`config.mk`:
```
export PLATFORM = sky130hd
export DESIGN_NAME = rr_burst_arbiter
export DESIGN_NICKNAME = d
export VERILOG_FILES = /design/src/rtl/rr_burst_arbiter_pkg.sv /design/src/rtl/rr_burst_arbiter_pick.sv /design/src/rtl/rr_burst_arbiter.sv
export SDC_FILE = /design/constraint.sdc
export NUM_CORES = 1
export LEC_CHECK = 0
export CORE_MARGIN = 3
export CORE_UTILIZATION = 41
export DETAILED_ROUTE_END_ITERATION = 8
export GPL_TIMING_DRIVEN = 1
export PLACE_DENSITY_LB_ADDON = 0.1
export SETUP_SLACK_MARGIN = 0.2
export SLEW_MARGIN = 25
export SYNTH_ARGS = -nofsm -noshare
export SYNTH_HDL_FRONTEND = slang
export SYNTH_SLANG_ARGS = --single-unit
```
`constraint.sdc`:
```
create_clock -name CLK -period 3.4 [get_ports CLK]
set_input_delay 0.68 -clock CLK [delete_from_list [all_inputs] [get_ports CLK]]
set_output_delay 0.68 -clock CLK [all_outputs]
set_load 0.02 [all_outputs]
```
`src/rtl/rr_burst_arbiter_pkg.sv`:
```
// rr_burst_arbiter_pkg: shared state encoding and grant-id width for the burst arbiter
package rr_burst_arbiter_pkg;
   localparam int GID_W = 4;
   typedef enum logic {IDLE = 1'b0, LOCKED = 1'b1} state_t;
endpackage

```
`src/rtl/rr_burst_arbiter_pick.sv`:
```
// rr_pick: rotating-priority pick of the first set request at or after start
module rr_pick
   import rr_burst_arbiter_pkg::*;
#(
   parameter int N = 2
) (
   input  logic [N-1:0]     req,
   input  logic [GID_W-1:0] start,
   output logic [N-1:0]     onehot,
   output logic [GID_W-1:0] idx,
   output logic             any
);
   int best;
   assign any = |req;
   // smallest rotated distance from start wins
   always_comb begin
      best = N;
      idx = '0;
      onehot = '0;
      for (int c = 0; c < N; c++) begin
         if (req[c] && ((c + N - int'(start)) % N) < best) begin
            best = (c + N - int'(start)) % N;
            idx = GID_W'(c);
         end
      end
      for (int c = 0; c < N; c++)
         onehot[c] = req[c] && idx == GID_W'(c);
   end
endmodule

```
`src/rtl/rr_burst_arbiter.sv`:
```
// rr_burst_arbiter: round-robin arbiter with burst/hold locking, registered output stage
// and saturating per-channel word counters.
module rr_burst_arbiter
   import rr_burst_arbiter_pkg::*;
#(
   parameter int WIDTH      = 2,
   parameter int DATA_WIDTH = 32,
   parameter int BURST_LEN  = 1,
   parameter int CNT_WIDTH  = 16
) (
   input  logic                        CLK,
   input  logic                        RST,
   input  logic [WIDTH-1:0]            WRITE_REQ,
   input  logic [WIDTH-1:0]            HOLD_REQ,
   input  logic [WIDTH-1:0]            CH_ENABLE,
   input  logic [WIDTH*DATA_WIDTH-1:0] DATA_IN,
   output logic [WIDTH-1:0]            READ_GRANT,
   input  logic                        READY_IN,
   output logic                        WRITE_OUT,
   output logic [DATA_WIDTH-1:0]       DATA_OUT,
   output logic [GID_W-1:0]            GRANT_ID,
   output logic [WIDTH*CNT_WIDTH-1:0]  WORD_CNT
);
   state_t                state, state_n;
   logic [WIDTH-1:0]      eligible, lock_oh, lock_oh_n, pick_oh, sel_oh;
   logic [GID_W-1:0]      lock_id, lock_id_n, last_grant, last_n, start, pick_id, sel_id;
   logic [7:0]            bcnt, bcnt_n;
   logic                  pick_any, load_en, lk, grant;
   logic [DATA_WIDTH-1:0] sel_data;

   assign load_en  = !WRITE_OUT || READY_IN;
   assign eligible = WRITE_REQ & CH_ENABLE;
   assign start    = (last_grant >= GID_W'(WIDTH - 1)) ? '0 : last_grant + 1'b1;
   // lock stays effective only while the channel is eligible and its burst/hold allows more
   assign lk = state == LOCKED && |(eligible & lock_oh) &&
               (|(HOLD_REQ & lock_oh) || bcnt < 8'(BURST_LEN));
   assign sel_oh     = lk ? lock_oh : pick_oh;
   assign sel_id     = lk ? lock_id : pick_id;
   assign grant      = !RST && load_en && (lk || pick_any);
   assign READ_GRANT = grant ? sel_oh : '0;

   rr_pick #(.N(WIDTH)) u_pick (
      .req   (eligible),
      .start (start),
      .onehot(pick_oh),
      .idx   (pick_id),
      .any   (pick_any)
   );

   always_comb begin
      sel_data = '0;
      for (int c = 0; c < WIDTH; c++)
         if (sel_oh[c]) sel_data = DATA_IN[c*DATA_WIDTH +: DATA_WIDTH];
   end

   always_comb begin
      state_n   = lk ? LOCKED : IDLE;
      lock_oh_n = lock_oh;
      lock_id_n = lock_id;
      bcnt_n    = bcnt;
      last_n    = last_grant;
      if (grant) begin
         last_n = sel_id;
         if (lk) begin
            bcnt_n = (bcnt == 8'hFF) ? bcnt : bcnt + 8'd1;
         end else begin
            state_n   = (|(HOLD_REQ & pick_oh) || BURST_LEN > 1) ? LOCKED : IDLE;
            lock_oh_n = pick_oh;
            lock_id_n = pick_id;
            bcnt_n    = 8'd1;
         end
      end
   end

   always_ff @(posedge CLK) begin
      if (RST) begin
         state      <= IDLE;
         lock_oh    <= '0;
         lock_id    <= '0;
         bcnt       <= '0;
         last_grant <= GID_W'(WIDTH - 1);
      end else begin
         state      <= state_n;
         lock_oh    <= lock_oh_n;
         lock_id    <= lock_id_n;
         bcnt       <= bcnt_n;
         last_grant <= last_n;
      end
   end

   always_ff @(posedge CLK) begin
      if (RST) begin
         WRITE_OUT <= 1'b0;
         DATA_OUT  <= '0;
         GRANT_ID  <= '0;
      end else if (load_en) begin
         WRITE_OUT <= grant;
         if (grant) begin
            DATA_OUT <= sel_data;
            GRANT_ID <= sel_id;
         end
      end
   end

   always_ff @(posedge CLK) begin
      if (RST) begin
         WORD_CNT <= '0;
      end else if (WRITE_OUT && READY_IN) begin
         for (int c = 0; c < WIDTH; c++)
            if (GRANT_ID == GID_W'(c) && WORD_CNT[c*CNT_WIDTH +: CNT_WIDTH] != '1)
               WORD_CNT[c*CNT_WIDTH +: CNT_WIDTH] <= WORD_CNT[c*CNT_WIDTH +: CNT_WIDTH] + CNT_WIDTH'(1);
      end
   end
endmodule

```
Word-level counts from Yosys, hierarchy flattened --
Index checks and enable logic that the tools add are counted.
Operators by class: bitwise logic cells 6, magnitude comparators 4, muxes and demuxes 14, reduce and logical (&&, ||, !) cells 26, equal/unequal tests 6, add/subtract/negate cells 6
Operators with widths (count):
- 32-bit two-way mux | 3
- 16-bit by 1-bit adder with 16-bit output, second input constant | 2
- 2-bit by 32-bit < comparator with 1-bit output | 1
- 16-bit != test, second input constant | 2
- 8-bit two-way mux | 2
- 1-bit logical AND | 11
- 2-bit by 4-bit subtractor with 5-bit output, first input constant | 2
- 8-bit by 1-bit adder with 8-bit output, second input constant | 1
- 2-bit AND | 4
- 8-bit equality test, second input constant | 1
- 4-bit logical NOT | 2
- 8-bit by 1-bit < comparator with 1-bit output, second input constant | 1
- 4-bit two-way mux | 2
- 2-bit AND reduction | 4
- 2-bit OR reduction | 4
- 1-bit two-way mux | 5
- 4-bit by 1-bit adder with 4-bit output, second input constant | 1
- 4-bit by 1-bit equality test with 1-bit output, second input constant | 1
- 4-bit by 1-bit greater-or-equal comparator with 1-bit output, second input constant | 1
- 2-bit two-way mux | 2
- 1-bit logical OR | 3
- 2-bit by 3-bit < comparator with 1-bit output, second input constant | 1
- 1-bit AND | 2
- 1-bit logical NOT | 2
- 2 further kinds | 2
Word-level totals: register bits after elaboration 88, input bits 73, output and inout port bits 71, word-level logic and storage cells 72

Depth between registers and ports, before layout --
word-level depth 17, depth in mapped cells 13, gate-level depth less buffers 12

By module --
A second synthesis with hierarchy kept.
Second synthesis, totals: cells, all modules 458, area total of the unflattened synthesis 4194.0 sq um
Modules (own cells, without submodules):
- rr_burst_arbiter | cells each 440, instances 1, area each 4058.9 sq um, seq. area each 1701.6 sq um
- rr_pick | cells each 18, instances 1, area each 135.1 sq um, seq. area each 0.0 sq um

Least setup slack after synthesis --
No wires, ideal clock.
path kind reg-to-output, start point reg last_grant[0], end point out READ_GRANT[1], data arrival time 2.859 ns, path slack -0.139 ns, buffers on the path 1, cell stages (with the launch flop) 12, data required time 2.720 ns, cell sequence dfxtp_1 -> ha_1 -> or4b_4 -> nor2_1 -> o21ai_0 -> or2_2 -> ha_1 -> nor3b_1 -> o21ba_2 -> o211ai_1 -> a21oi_2 -> buf_4
Between the ends: longest elaborated chain between the ends 14
RTL lines:
- start, declared | line rr_burst_arbiter.sv:26 | logic [GID_W-1:0] lock_id, lock_id_n, last_grant, last_n, start, pick_id, sel_id;
- start signal, assigned | line rr_burst_arbiter.sv:81 | last_grant <= GID_W'(WIDTH - 1);
- start signal, assigned | line rr_burst_arbiter.sv:87 | last_grant <= last_n;
- 4-bit by 1-bit adder with 4-bit output or 4-bit by 1-bit greater-or-equal comparator with 1-bit output (tied branches) | line rr_burst_arbiter.sv:33 | assign start = (last_grant >= GID_W'(WIDTH - 1)) ? '0 : last_grant + 1'b1;
- 4-bit two-way mux (*) | line rr_burst_arbiter.sv:33
- 2-bit by 4-bit subtractor with 5-bit output | line rr_burst_arbiter_pick.sv:21, rr_burst_arbiter_pick.sv:22
- 1-bit AND (no line)
- 2-bit by 3-bit < comparator with 1-bit output | line rr_burst_arbiter_pick.sv:21 | if (req[c] && ((c + N - int'(start)) % N) < best) begin
- 1-bit logical AND | line rr_burst_arbiter_pick.sv:21
- 32-bit two-way mux | line rr_burst_arbiter_pick.sv:21
- 2-bit by 32-bit < comparator with 1-bit output (*) | line rr_burst_arbiter_pick.sv:21
- 1-bit logical AND (*) | line rr_burst_arbiter_pick.sv:21
- 1-bit two-way mux (*) | line rr_burst_arbiter_pick.sv:21
- 1-bit equality test (*) | line rr_burst_arbiter_pick.sv:27 | onehot[c] = req[c] && idx == GID_W'(c);
- 1-bit logical AND (*) | line rr_burst_arbiter_pick.sv:27
- 2-bit two-way mux (*)
- 2-bit two-way mux (*) | line rr_burst_arbiter.sv:40 | assign READ_GRANT = grant ? sel_oh : '0;
- end, declared | line rr_burst_arbiter.sv:17 | output logic [WIDTH-1:0] READ_GRANT,
Every way passes the cells marked *; elsewhere a longest branch is shown, timed or not.

==> impl_metrics.toml <==
[setup_path]
worstPathArrival_ns = 3.07
start_kind = "flip-flop"
setup.worst_path.class = "reg -> out"
path_max_fanout = 3
endpoint_kind = "output port"
worst_ep_required_time_ns = 2.72

[global_routing]
overflow = 0
grt_pass1_wl_mm = 21.3
grt_pass1_vias = 4131
grt_usage_pct = 23.3
antenna_found_initial = 0
grt_start_max_net_pins = 47

[placement]
gp_congestion = 0.880
dpl_worst_slack_ns = -0.556
dp.cells = 717
dp_hpwl_mm = 9.39
placed_cell_area_sq_mm = 0.00580
numPortBuffers = 143

[die]
core_area_sq_mm = 0.00946
die_width_um = 106
dieArea_sq_mm = 0.0112
num_rows = 35
die_h_um = 106
start_util_pct = 43.2
io_pins = 144

[detailed_routing]
drtAntennaViolNets = 0
vias = 4195
drt_pass1_iterations = 5
drc = 0
drt_wl_total_mm = 13.4
vias_per_cell = 5.66
dr.first_iter.drc_count = 231
wl_per_cell_um = 18.1

[timing]
min_period_ns = 3.75
grt_setup_unrepaired = "yes"
fin_ws_ns = -0.346
drv_slew = 0
fin_skew_ns = 0.0152
hold_viol_final = 0
tightest_slew_ns = 0.862
max_freq_mhz = 267
setup_violations = 2
period_share_pct = 110
slew_headroom_pct = 42.0

[cells_and_area]
postLayoutCoreUtil_pct = 65.5
multiInputGateArea_sq_mm = 0.00231
layout_common_cells = "141 x clkdlybuf4s50_1, 83 x dfxtp_1, 41 x and3_1, 35 x nor2_1, 32 x a221o_1"
ff_latch_area_sq_mm = 0.00171
final_common_cell = "clkdlybuf4s50_1"
diodes = 0
final_area_sq_mm = 0.00620
layout.cells.non_filler = 741
fin_nets = 689
drive_gt1_share_pct = 13.2
syn_to_final_growth_pct = 51.7
fillers = 789

[clock_tree]
clock_sinks = 85
insertion_delay_ns = 0.36
cts_buffer_depth = 2
clkSlewWorstSetupHoldPaths_ns = 0.09
cts_root_buf = "clkbuf_8"
cts_buffers = 9
cts_tree = "built"
postCtsHoldBufs = 0
htree_levels = 3

[power_and_ir_drop]
vdd_drop_max_uv = 263
power_w = 0.00221
p_per_area_mw_per_mm2 = 357
power.leakage_nw = 2.34

[logic_synthesis]
synth_seq_cells = 85
yosysWarningCount = 0
synth_nets = 521
synth-seq-area-share_pct = 41.6
ys_async_sr_fraction_pct = 0
yosysUniqueCellTypes = 65
yosysTopAreaCell = "dfxtp_1"
syn_avg_cell_area_sq_um = 9.31
synth_edf_count = 0
synthCells = 439
synthFlopType = "dfxtp_1"
synth_area_leaders = "dfxtp_1 42%, a221o_1 7.8%, and3_1 6.3%"
syn-cell-area_sq_mm = 0.00409
netlist.area_leader.share_pct = 41.6

[min_path]
hold_path_class = "reg -> reg"

[outcome]
violations = "negative setup slack"
status = "finished with violations"

[run]
cap_violations = 0
-- sequential cells by signal, summed over array words and instances (netlist names) --
register,flops
state,1
last_grant,1
WORD_CNT,32
GRANT_ID,4
lock_oh,2
bcnt,8
WRITE_OUT,1
lock_id,4
DATA_OUT,32
-- through the flow --
stage               hold WS [ns]  TNS [ns]
global route               0.504    -0.867
CTS                        0.492    -0.589
global placement           0.441     -3.36
floorplan                  0.443         0
detailed placement         0.455     -4.72
finish                     0.486    -0.647
-- report_power, final --
part / internal (W) / switching, W
clock: 0.000493 / 0.000380
sequential: 0.00102 / 0.0000170
combinational: 0.000167 / 0.000136
total: 0.00168 / 0.000532
-- area by class of cell --
class | instances | area share [%]
Tap cell | 129 | 2.60
Timing Repair Buffer | 177 | 28.0
Clock buffer | 11 | 2.12
Clock inverter | 5 | 1.74
Multi-Input combinational cell | 323 | 37.3
Inverter | 11 | 0.666
Sequential cell | 85 | 27.5
-- cells in the mapped netlist, types with 3 or more instances --
cell type / count
dfxtp_1: 85
and3_1: 41
nor2_1: 37
a221o_1: 32
a21oi_1: 22
nand2_1: 21
nand3_1: 14
nor3_1: 12
xnor2_1: 12
clkbuf_1: 11
inv_1: 11
nand4_1: 11
ha_1: 9
o21ai_0: 9
and2_1: 7
mux2i_1: 6
and4_1: 5
buf_2: 5
o31ai_1: 5
o211ai_1: 4
or2_2: 4
or3_1: 4
or4_1: 4
xor2_1: 4
a211oi_1: 3
a31oi_1: 3
buf_6: 3
nand3b_1: 3
nor2b_1: 3
nor4_1: 3
o2111ai_1: 3
-- critical path: stages, from the launching register on --
cell	delay (ns)
dfxtp_2	0.34
inv_2	0.05
ha_4	0.14
or4b_4	0.48
nor2_2	0.13
o21ai_2	0.07
or2_4	0.25
ha_4	0.25
nor2b_1	0.21
o21ba_4	0.20
o211ai_1	0.13
a21oi_2	0.27
buf_4	0.19
-- metal layers --
metal | routed length [um] | vias to the layer above | global-route usage [%] | part of all wire, %
li1 | - | 2021 | - | -
met1 | 5890 | 2021 | 29.6 | 44
met2 | 6670 | 137 | 40.1 | 50
met3 | 712 | 16 | 4.96 | 5.3
met4 | 161 | 0 | 6.20 | 1.2
met5 | 0 | - | 0 | 0
-- what timing repair did --
action                     in CTS  in global routing
cloned                          1                  1
pin swaps                      10                  6
buffers inserted                6                  0
setup endpoints to repair      34                 34
gates resized for setup        17                  4
hold endpoints to repair        0                  0
-- cell families after synthesis --
group | Yosys count | share of synthesized area [%]
AO/OA/AOI/OAI | 109 | 21.5
XOR/XNOR | 16 | 3.43
adder cells (fa/ha/maj) | 9 | 2.75
buffers and inverters | 32 | 3.73
flip-flops | 85 | 41.6
multiplexers | 6 | 1.47
AND/OR/NAND/NOR | 182 | 25.5
-- worst paths after layout --
kind,startpoint,to,slack (ns),cells past startpoint
worst max-delay path,lock_id[1],READ_GRANT[1],-0.35,12
worst max register to register,lock_id[1],DATA_OUT[22],0.21,14
worst min register to register,lock_id[1],lock_id[1],0.49,2
worst min-delay path,lock_id[1],lock_id[1],0.49,2
(Power assumes the default switching activity.)
